===== src/rtl/cpu_insn_fifo_pkg.sv =====
// Shared constants for the moxie instruction FIFO.
// Holds the default depth and the table of long (48-bit) major opcodes.
package cpu_insn_fifo_pkg;

  localparam int DEPTH_DEF = 16;
  localparam int N_LONG = 18;

  localparam logic [7:0] LONG_OPS [N_LONG] = '{
    8'h01, 8'h03, 8'h08, 8'h09, 8'h0C, 8'h0D,
    8'h1A, 8'h1B, 8'h1D, 8'h1F, 8'h20, 8'h22,
    8'h24, 8'h30, 8'h36, 8'h37, 8'h38, 8'h39
  };

endpackage


===== src/rtl/cpu_insn_fifo_if.sv =====
// Fetch/decode side signals of the instruction FIFO.
// master drives requests and data, slave is the FIFO itself.
interface cpu_insn_fifo_if;

  logic        stall_i;
  logic [31:0] PC_i;
  logic        newPC_p_i;
  logic        write_en_i;
  logic [31:0] data_i;
  logic        read_en_i;
  logic [15:0] opcode_o;
  logic [31:0] operand_o;
  logic        valid_o;
  logic        empty_o;
  logic        full_o;
  logic [31:0] PC_o;

  modport master (
    output stall_i, PC_i, newPC_p_i,
    output write_en_i, data_i, read_en_i,
    input  opcode_o, operand_o, valid_o,
    input  empty_o, full_o, PC_o
  );

  modport slave (
    input  stall_i, PC_i, newPC_p_i,
    input  write_en_i, data_i, read_en_i,
    output opcode_o, operand_o, valid_o,
    output empty_o, full_o, PC_o
  );

endinterface


===== src/rtl/cpu_insn_fifo_len.sv =====
// Length decode of a moxie head halfword.
// Long forms carry a 32-bit operand in the next two halfwords.
module cpu_insn_len
  import cpu_insn_fifo_pkg::*;
(
  input  logic [15:0] h,
  output logic        is_long
);

  // Form-1 opcodes only; any h[15]=1 encoding is short
  always_comb begin
    is_long = 1'b0;
    if (!h[15]) begin
      for (int i = 0; i < N_LONG; i++) begin
        if (h[15:8] == LONG_OPS[i]) is_long = 1'b1;
      end
    end
  end

endmodule


===== src/rtl/cpu_insn_fifo.sv =====
// Halfword instruction FIFO between fetch and decode.
// Pushes 32-bit fetch words, pops whole 16/48-bit instructions.
module cpu_insn_fifo
  import cpu_insn_fifo_pkg::*;
#(
  parameter int DEPTH = DEPTH_DEF,
  parameter int PTR_W = $clog2(DEPTH)
) (
  input logic clk_i,
  input logic rst_i,
  cpu_insn_fifo_if.slave bus
);

  localparam int CNT_W = PTR_W + 1;

  logic [15:0]      mem [DEPTH];
  logic [PTR_W-1:0] wr_ptr;
  logic [PTR_W-1:0] rd_ptr;
  logic [CNT_W-1:0] count;
  logic [31:0]      ip;

  logic [PTR_W-1:0] wr_p1;
  logic [PTR_W-1:0] rd_p1;
  logic [PTR_W-1:0] rd_p2;
  logic [15:0]      head;
  logic             is_long;
  logic             push;
  logic             rd_go;
  logic             ok_short;
  logic             ok_long;
  logic             pop;
  logic [CNT_W-1:0] pop_n;
  logic [CNT_W-1:0] push_n;

  assign wr_p1 = wr_ptr + PTR_W'(1);
  assign rd_p1 = rd_ptr + PTR_W'(1);
  assign rd_p2 = rd_ptr + PTR_W'(2);
  assign head  = mem[rd_ptr];

  cpu_insn_len u_len (
    .h       (head),
    .is_long (is_long)
  );

  assign bus.empty_o = (count == '0);
  assign bus.full_o  = (count > CNT_W'(DEPTH - 2));

  assign push     = bus.write_en_i && !bus.full_o;
  assign rd_go    = bus.read_en_i && !bus.stall_i;
  assign ok_short = !is_long && (count >= CNT_W'(1));
  assign ok_long  = is_long && (count >= CNT_W'(3));
  assign pop      = rd_go && (ok_short || ok_long);
  assign pop_n    = !pop ? '0 :
                    (is_long ? CNT_W'(3) : CNT_W'(1));
  assign push_n   = push ? CNT_W'(2) : '0;

  // Halfword storage, earlier halfword of a word first
  always_ff @(posedge clk_i) begin
    if (push) begin
      mem[wr_ptr] <= bus.data_i[31:16];
      mem[wr_p1]  <= bus.data_i[15:0];
    end
  end

  // Pointers, occupancy and instruction pointer
  always_ff @(posedge clk_i or negedge rst_i) begin
    if (!rst_i) begin
      wr_ptr <= '0;
      rd_ptr <= '0;
      count  <= '0;
      ip     <= '0;
    end else begin
      if (push) wr_ptr <= wr_ptr + PTR_W'(2);
      rd_ptr <= rd_ptr + pop_n[PTR_W-1:0];
      count  <= count + push_n - pop_n;
      if (bus.newPC_p_i)
        ip <= bus.PC_i;
      else if (pop)
        ip <= ip + (is_long ? 32'd6 : 32'd2);
    end
  end

  // Presented instruction; a stall freezes everything
  always_ff @(posedge clk_i or negedge rst_i) begin
    if (!rst_i) begin
      bus.opcode_o  <= '0;
      bus.operand_o <= '0;
      bus.PC_o      <= '0;
      bus.valid_o   <= 1'b0;
    end else if (!bus.stall_i) begin
      bus.valid_o <= pop;
      if (pop) begin
        bus.opcode_o  <= head;
        bus.operand_o <= is_long ?
                         {mem[rd_p1], mem[rd_p2]} : 32'd0;
        bus.PC_o      <= ip;
      end
    end
  end

endmodule


===== src/flat_wrapper.sv =====
// flat-port wrapper written by rule: the top's interface ports become plain ports
module cpu_insn_fifo_flat import cpu_insn_fifo_pkg::*;
#(
  parameter int DEPTH = DEPTH_DEF,
  parameter int PTR_W = $clog2(DEPTH)
)
  (clk_i, rst_i, bus_stall_i, bus_PC_i, bus_newPC_p_i, bus_write_en_i, bus_data_i, bus_read_en_i, bus_opcode_o, bus_operand_o, bus_valid_o, bus_empty_o, bus_full_o, bus_PC_o);
  cpu_insn_fifo_if bus_i ();
  input logic clk_i;
  input logic rst_i;
  input wire logic [$bits(bus_i.stall_i)-1:0] bus_stall_i;
  input wire logic [$bits(bus_i.PC_i)-1:0] bus_PC_i;
  input wire logic [$bits(bus_i.newPC_p_i)-1:0] bus_newPC_p_i;
  input wire logic [$bits(bus_i.write_en_i)-1:0] bus_write_en_i;
  input wire logic [$bits(bus_i.data_i)-1:0] bus_data_i;
  input wire logic [$bits(bus_i.read_en_i)-1:0] bus_read_en_i;
  output wire logic [$bits(bus_i.opcode_o)-1:0] bus_opcode_o;
  output wire logic [$bits(bus_i.operand_o)-1:0] bus_operand_o;
  output wire logic [$bits(bus_i.valid_o)-1:0] bus_valid_o;
  output wire logic [$bits(bus_i.empty_o)-1:0] bus_empty_o;
  output wire logic [$bits(bus_i.full_o)-1:0] bus_full_o;
  output wire logic [$bits(bus_i.PC_o)-1:0] bus_PC_o;
  assign bus_i.stall_i = bus_stall_i;
  assign bus_i.PC_i = bus_PC_i;
  assign bus_i.newPC_p_i = bus_newPC_p_i;
  assign bus_i.write_en_i = bus_write_en_i;
  assign bus_i.data_i = bus_data_i;
  assign bus_i.read_en_i = bus_read_en_i;
  assign bus_opcode_o = bus_i.opcode_o;
  assign bus_operand_o = bus_i.operand_o;
  assign bus_valid_o = bus_i.valid_o;
  assign bus_empty_o = bus_i.empty_o;
  assign bus_full_o = bus_i.full_o;
  assign bus_PC_o = bus_i.PC_o;
  cpu_insn_fifo #(.DEPTH(DEPTH), .PTR_W(PTR_W)) u_core (.clk_i(clk_i), .rst_i(rst_i), .bus(bus_i));
endmodule

===== config.mk =====
export PLATFORM = sky130hd
export DESIGN_NAME = cpu_insn_fifo_flat
export DESIGN_NICKNAME = d
export VERILOG_FILES = /design/src/rtl/cpu_insn_fifo_pkg.sv /design/src/rtl/cpu_insn_fifo_if.sv /design/src/rtl/cpu_insn_fifo_len.sv /design/src/rtl/cpu_insn_fifo.sv /design/src/flat_wrapper.sv
export SDC_FILE = /design/constraint.sdc
export NUM_CORES = 1
export LEC_CHECK = 0
export CAP_MARGIN = 25
export CORE_MARGIN = 1
export CORE_UTILIZATION = 58
export CTS_CLUSTER_SIZE = 30
export DETAILED_ROUTE_END_ITERATION = 16
export PLACE_DENSITY = 0.9
export SYNTH_ARGS = -nofsm -noshare
export SYNTH_HDL_FRONTEND = slang
export SYNTH_SLANG_ARGS = --single-unit

===== constraint.sdc =====
create_clock -name clk_i -period 7.7 [get_ports clk_i]
set_input_delay 1.155 -clock clk_i [delete_from_list [all_inputs] [get_ports clk_i]]
set_output_delay 1.155 -clock clk_i [all_outputs]
set_load 0.005 [all_outputs]

==> run metrics, run 1 <==
H-tree Lvls 2; Critical Path Start Type flop; RSZ-0062 raised after global routing no; final setup vio count 0; headroom to the max-slew limit 29.6%; Crit-path slowest cell dfrtp_4; end of the worst hold path u_core.bus.PC_o[31]; Peak VDD IR 0.273 mV; filler instances 1972; placed cell count 1777; clk sinks 381; layout overhead on the synthesized area 17.1%; worst r2r dst u_core.ip[19]; Worst-Skew Late Latency 0.54 ns; # diodes 0; Tcrit/Tclk final 79.4%; TritonCTS clock tree yes; post-synthesis register bit count 381; Max Fclk 163 MHz; top_reg_cell synth edfxtp_1; sequential share of the synthesized area 55.1%; number of post-CTS setup repair buffers 0; total CTS buffers 40; antenna-violating nets left 0; CTS Buffer Depth 3; Fin. Hold Viols 0; Synth Instances 1248; GRT overflow 0; root buffer cell clkbuf_16; critical path required time 8.11 ns; Comb pwr share 49.4%; Pins Over Slew Limit 0; Initial Utilization 58.7%; DRT Wirelength 54900 um; Worst-Margin Slew 1.06 ns; met1 Use GR 42.4%; switching pwr 0.00373 W; slowest stage delay, CP 1.04 ns; critical-path cell list mux4_2, mux2_2, mux2i_1, and3_1, a311oi_1, o21ai_1, nand2_1, fa_1, nand3b_1, nor2_1, and3_1, a21boi_1, nor3_1, or3_1; final cell count without fillers 1852; Final Skew 0.0168 ns; Worst Path Class, Setup reg -> reg; Final min period 6.12 ns; Hold Path Class reg -> reg; top post-synthesis cells by area edfxtp_1 39%, mux4_2 25%, dfrtp_1 16%; CP endpoint kind flop; met2 GRT Util 51.0%; EDFF count, synth 256; FP Rows 67; Lkg Pwr 8.02 nW; first-pass GRT wire length 82300 um; vias per std cell 7.42; hold buffers post-CTS 0; io pins 153; GRT Util Overall 32.3%; Setup TNS 0 ns; Post-route DRC 0; mapped cell area 19600 sq um; Port Buf Inserts 152; internal reg-to-reg setup slack 1.58 ns; core area 33400 sq um; 1st-iter DRT viols 2051; sw frac 37.4%; Reg-to-Reg Start u_core.rd_ptr[1]; DIE AREA 34600 sq um; number of global-route vias before repair 13717; share of cells above drive strength 1 24.0%; synth warn 0; ys async rst share 32.8%; gpl congestion 0.879; post-synth top area cell edfxtp_1; WP data arrival 6.52 ns; hold path start u_core.bus.PC_o[31]; number of gates resized after CTS 0; power density over the cells 434 nW/um^2; Reg2Reg Depth 14; part of the power in registers 31.1%; Most common cell on crit path and3_1; DRT Pass-1 Iters 6; maxcap violations 0; Synth cell types 60; largest net degree at the start of global routing 92; synthesized area per cell 15.7 sq um; fraction of synthesized cell area taken by the top area cell type 39.2%; Die Ht 186 um; per-cell routed wire length 29.6 um; via count 13735; clk slew on worst S/H paths 0.06 ns; most used routing layer met2; met3 Use GR 7.69%; syn nets 1337; Clk network pwr share 19.5%; Worst Path Max Fanout 59; initial antenna violation count 2; status complete, no violations; hold path depth 1; Post-DP HPWL 33000 um; Die W 186 um; Post-layout nets 1462; P_int 0.00625 W
[stage by stage]
step	power, W	setup slack, ns	utilization [%]	area, sq um	hold slack [ns]
2_1_floorplan	0.00626	2.77	-	19600	0.471
3_3_place_gp	0.00760	2.06	64.4	21500	0.466
3_5_place_dp	0.00782	1.81	64.6	21600	0.480
4_1_cts	0.00987	1.76	68.5	22900	0.494
5_1_grt	0.0104	1.30	68.7	23000	0.511
6_report	0.00998	1.58	68.7	23000	0.491
[cell type report]
| type | count | area [sq um] | area share, % |
|---|---|---|---|
| clock buffer | 51 | 1100 | 4.80 |
| inverter | 32 | 125 | 0.544 |
| multi-input combinational | 742 | 8350 | 36.3 |
| timing repair buffer | 176 | 1800 | 7.83 |
| tap | 448 | 561 | 2.44 |
| clock inverter | 22 | 219 | 0.953 |
| sequential | 381 | 10800 | 47.1 |
[power by group through the flow]
stage	logic [W]	clock network, W	registers (W)
6_report	0.00493	0.00195	0.00311
5_1_grt	0.00520	0.00204	0.00315
4_1_cts	0.00482	0.00196	0.00309
3_5_place_dp	0.00472	0	0.00311
3_3_place_gp	0.00452	0	0.00308
2_1_floorplan	0.00339	0	0.00287
[kinds of logic (layout without fill, tap and decap cells)]
group / Yosys count / count (layout) / share of synthesized area, %
AO/OA/AOI/OAI: 147 / 147 / 5.32
XOR/XNOR: 10 / 10 / 0.446
adder cells (fa/ha/maj): 19 / 19 / 1.36
buffers and inverters: 125 / 281 / 2.89
flip-flops: 381 / 381 / 55.1
multiplexers: 256 / 256 / 27.1
AND/OR/NAND/NOR: 310 / 310 / 7.81
[registers in the layout, indices dropped and copies added, names as in the netlist]
name and flops:
u_core.rd_ptr 4, u_core.wr_ptr 3, u_core.bus.operand_o 32, u_core.ip 32
u_core.bus.opcode_o 16, u_core.mem 256, u_core.count 5, u_core.bus.PC_o 32
u_core.bus.valid_o 1
[cell usage in the layout, fill, tap and decap left out, drive strengths merged, types with 17 or more instances in the layout]
cell           netlist  final
nand3b              17     17
mux2                39     39
dfrtp              125    125
clkbuf              58     51
nor3                22     22
mux4               216    216
nand2              100    100
nand3               76     76
o21ai               37     37
nor2                35     35
inv                 32     33
a22o                17     17
buf                 35     26
edfxtp             256    256
a22oi               19     19
clkdlybuf4s50        0    150
[cell usage after synthesis (19+ instances only)]
library cell	n
inv_1	29
clkbuf_1	58
o21ai_0	31
dfrtp_1	125
edfxtp_1	256
mux2_1	31
nor2_1	34
a22oi_1	19
nand2_1	100
nand3_1	76
nor3_1	22
mux4_2	216
[worst max-delay path: cells and delay by family (launching register included)]
kind            cells  cell delay, ns
compound gates      3            1.18
mux                 3            1.34
fa+ha+maj           1            0.45
flops               1            1.04
simple gates        7            1.94
[layer usage]
metal,wire [um],vias up
li1,-,5364
met5,27,-
met1,19100,6835
met3,6840,236
met2,26300,1296
met4,2640,4
[how the worst max path moves through the flow]
| stage | start | to | slack, ns |
|---|---|---|---|
| 2_1_floorplan | bus_write_en_i | u_core.mem[0][0] | 2.77 |
| 3_3_place_gp | u_core.rd_ptr[1] | u_core.ip[19] | 2.06 |
| 3_5_place_dp | u_core.rd_ptr[1] | u_core.ip[19] | 1.81 |
| 4_1_cts | u_core.rd_ptr[1] | u_core.ip[19] | 1.76 |
| 5_1_grt | u_core.rd_ptr[1] | u_core.ip[19] | 1.30 |
| 6_report | u_core.rd_ptr[1] | u_core.ip[19] | 1.58 |
(Power assumes the default switching activity.)
==> run 2, diff against run 1 <==
CORE_UTILIZATION = 53   (was 58)
PLACE_DENSITY = 0.87   (was 0.9)
clock period = 5.6 ns   (was 7.7 ns; I/O delays follow)
==> run metrics, run 2 (synthesis results as in run 1) <==
Crit-path slowest cell dfrtp_4 (unchanged); core area 36500 sq um (was 33400 sq um); Worst Path Buf+Inv 2 (was 0); via count 13418 (was 13735); top layer in use met4 (was met5); gpl congestion 0.934 (was 0.879); Lkg Pwr 8.02 nW (about the same); Final Skew 0.0286 ns (was 0.0168 ns); Peak VDD IR 0.477 mV (was 0.273 mV); DRT Pass-1 Iters 5 (was 6); part of the power in registers 30.8% (was 31.1%); Port Buf Inserts 152 (unchanged); cell area after layout 23000 sq um (about the same); Max Fclk 190 MHz (was 163 MHz); CTS Buffer Depth 3 (unchanged); number of gates resized after CTS 0 (unchanged); M1 WL 19000 um (was 19100 um); Fin. Hold Viols 0 (unchanged); multi-input logic area 8340 sq um (was 8350 sq um); headroom to the max-slew limit 34.8% (was 29.6%); internal reg-to-reg setup slack 0.34 ns (was 1.58 ns); CP Depth 15 (was 14); hold buffers post-CTS 0 (unchanged); layout overhead on the synthesized area 17.2% (was 17.1%); Reg-to-Reg Start u_core.rd_ptr[0] (was u_core.rd_ptr[1]); H-tree Lvls 2 (unchanged); RSZ-0062 raised after global routing no (unchanged); per-cell routed wire length 27.9 um (was 29.6 um); worst r2r dst u_core.ip[19] (unchanged); critical-path cell list buf_4, nand2_1, o221ai_1, nor4b_1, a31oi_1, o21ai_1, nand2_1, fa_1, nand3b_1, nor2_1, and3_1, a21boi_1, buf_4, nor3_1, or3_1 (was mux4_2, mux2_2, mux2i_1, and3_1, a311oi_1, o21ai_1, nand2_1, fa_1, nand3b_1, nor2_1, and3_1, a21boi_1, nor3_1, or3_1); TritonCTS clock tree yes (unchanged); clk sinks 381 (unchanged); sw frac 37.2% (was 37.4%); Initial Utilization 53.7% (was 58.7%); antenna-violating nets left 0 (unchanged); Tcrit/Tclk final 93.9% (was 79.4%); most frequent cells in the layout 256 x edfxtp_1, 216 x mux4_2, 150 x clkdlybuf4s50_1 (unchanged); Setup TNS 0 ns (unchanged); Biggest register u_core.mem (unchanged); met3 wire len 6080 um (was 6840 um); DIE AREA 37800 sq um (was 34600 sq um); Critical Path Start Type flop (unchanged); WP data arrival 5.66 ns (was 6.52 ns); power density over the cells 588 nW/um^2 (was 434 nW/um^2); slowest stage delay, CP 0.79 ns (was 1.04 ns); Die Ht 194 um (was 186 um); filler instances 2456 (was 1972); Post-DP HPWL 33600 um (was 33000 um); Crit path max-delay family simple AND/OR/NAND/NOR gates (unchanged); FP Rows 70 (was 67); Worst-Skew Late Latency 0.55 ns (was 0.54 ns); Worst Path Class, Setup reg -> reg (unchanged); Post-route DRC 0 (unchanged); Clk network pwr share 18.5% (was 19.5%); largest net degree at the start of global routing 69 (was 92); io pins 153 (unchanged); GRT overflow 0 (unchanged); number of global-route vias before repair 13462 (was 13717); Pins Over Slew Limit 0 (unchanged); share of cells above drive strength 1 24.3% (was 24.0%); final setup vio count 0 (unchanged); number of post-CTS setup repair buffers 0 (unchanged); clk slew on worst S/H paths 0.06 ns (about the same); Hold WS 0.316 ns (was 0.491 ns); most common cell after layout, fill and taps aside edfxtp_1 (unchanged); 1st-iter DRT viols 1686 (was 2051); switching pwr 0.00504 W (was 0.00373 W); GRT Util Overall 28.2% (was 32.3%); Worst Path Max Fanout 35 (was 59); critical path required time 6.00 ns (was 8.11 ns); Die W 194 um (was 186 um); maxcap violations 0 (unchanged); Post-layout nets 1478 (was 1462); Hold Path Class in -> async (was reg -> reg); CP startpoint u_core.rd_ptr[0] (was u_core.rd_ptr[1]); first-pass GRT wire length 81000 um (was 82300 um); met2 WL post-DR 25500 um (was 26300 um); Reg2Reg Depth 15 (was 14); Comb pwr share 50.7% (was 49.4%); Final min period 5.26 ns (was 6.12 ns); crit path to u_core.ip[19] (unchanged); initial antenna violation count 1 (was 2); root buffer cell clkbuf_16 (unchanged); DRT Wirelength 52800 um (was 54900 um); Worst-Margin Slew 0.978 ns (was 1.06 ns); Largest register FFs 256 (unchanged); total CTS buffers 40 (unchanged); CP endpoint kind flop (unchanged); register area 10800 sq um (unchanged); status complete, no violations (unchanged); Cell Area, Placed 21800 sq um (was 21600 sq um); vias per std cell 7.10 (was 7.42); P_int 0.00849 W (was 0.00625 W)
[run 2: worst reg2reg max path, cell delays in order, from the launching register on]
cell and delay [ns]:
dfrtp_4 0.79, buf_4 0.43, nand2_1 0.18, o221ai_1 0.64, nor4b_1 0.48, a31oi_1 0.15, o21ai_1 0.22, nand2_1 0.13
fa_1 0.42, nand3b_1 0.22, nor2_1 0.49, and3_1 0.25, a21boi_1 0.17, buf_4 0.16, nor3_1 0.05, or3_1 0.35
[run 2: layer usage]
layer / vias to the layer above / GRT usage, %
met5: - / 0
met4: 0 / 12.5
met3: 186 / 6.65
met2: 1096 / 45.0
met1: 6758 / 37.4
li1: 5378 / -
[run 2: per-stage QoR]
step	utilization (%)	setup slack, ns	cells	total power, W
2_1_floorplan	-	0.901	1248	0.00860
3_3_place_gp	59.3	0.746	1809	0.0106
3_5_place_dp	59.6	0.392	1813	0.0109
4_1_cts	62.9	0.246	1887	0.0135
5_1_grt	63.0	0.0720	1889	0.0141
6_report	63.0	0.342	1890	0.0135
[run 2: final cells by class]
type	count	share of cell area, %
Tap cell	468	2.54
Multi-Input combinational cell	742	36.3
Sequential cell	381	47.0
Timing Repair Buffer	192	8.34
Inverter	32	0.544
Antenna cell	1	0.0109
Clock inverter	11	0.277
Clock buffer	63	4.99
[run 2: worst min path at each step]
| stage | end | slack (ns) | cells after the start | from |
|---|---|---|---|---|
| 3_5_place_dp | u_core.bus.valid_o | 0.48 | 2 | u_core.bus.valid_o |
| 4_1_cts | u_core.bus.PC_o[11] | 0.34 | 1 | rst_i |
| 2_1_floorplan | u_core.bus.valid_o | 0.47 | 2 | u_core.bus.valid_o |
| 6_report | u_core.bus.PC_o[10] | 0.32 | 1 | rst_i |
| 3_3_place_gp | u_core.bus.valid_o | 0.46 | 2 | u_core.bus.valid_o |
| 5_1_grt | u_core.bus.PC_o[11] | 0.36 | 1 | rst_i |
[run 2: power groups by stage]
| stage | sequential, W | clock (W) | combinational, W |
|---|---|---|---|
| global placement | 0.00420 | 0 | 0.00639 |
| global route | 0.00424 | 0.00262 | 0.00726 |
| CTS | 0.00420 | 0.00250 | 0.00676 |
| detailed placement | 0.00424 | 0 | 0.00667 |
| finish | 0.00417 | 0.00250 | 0.00686 |
| floorplan | 0.00394 | 0 | 0.00466 |
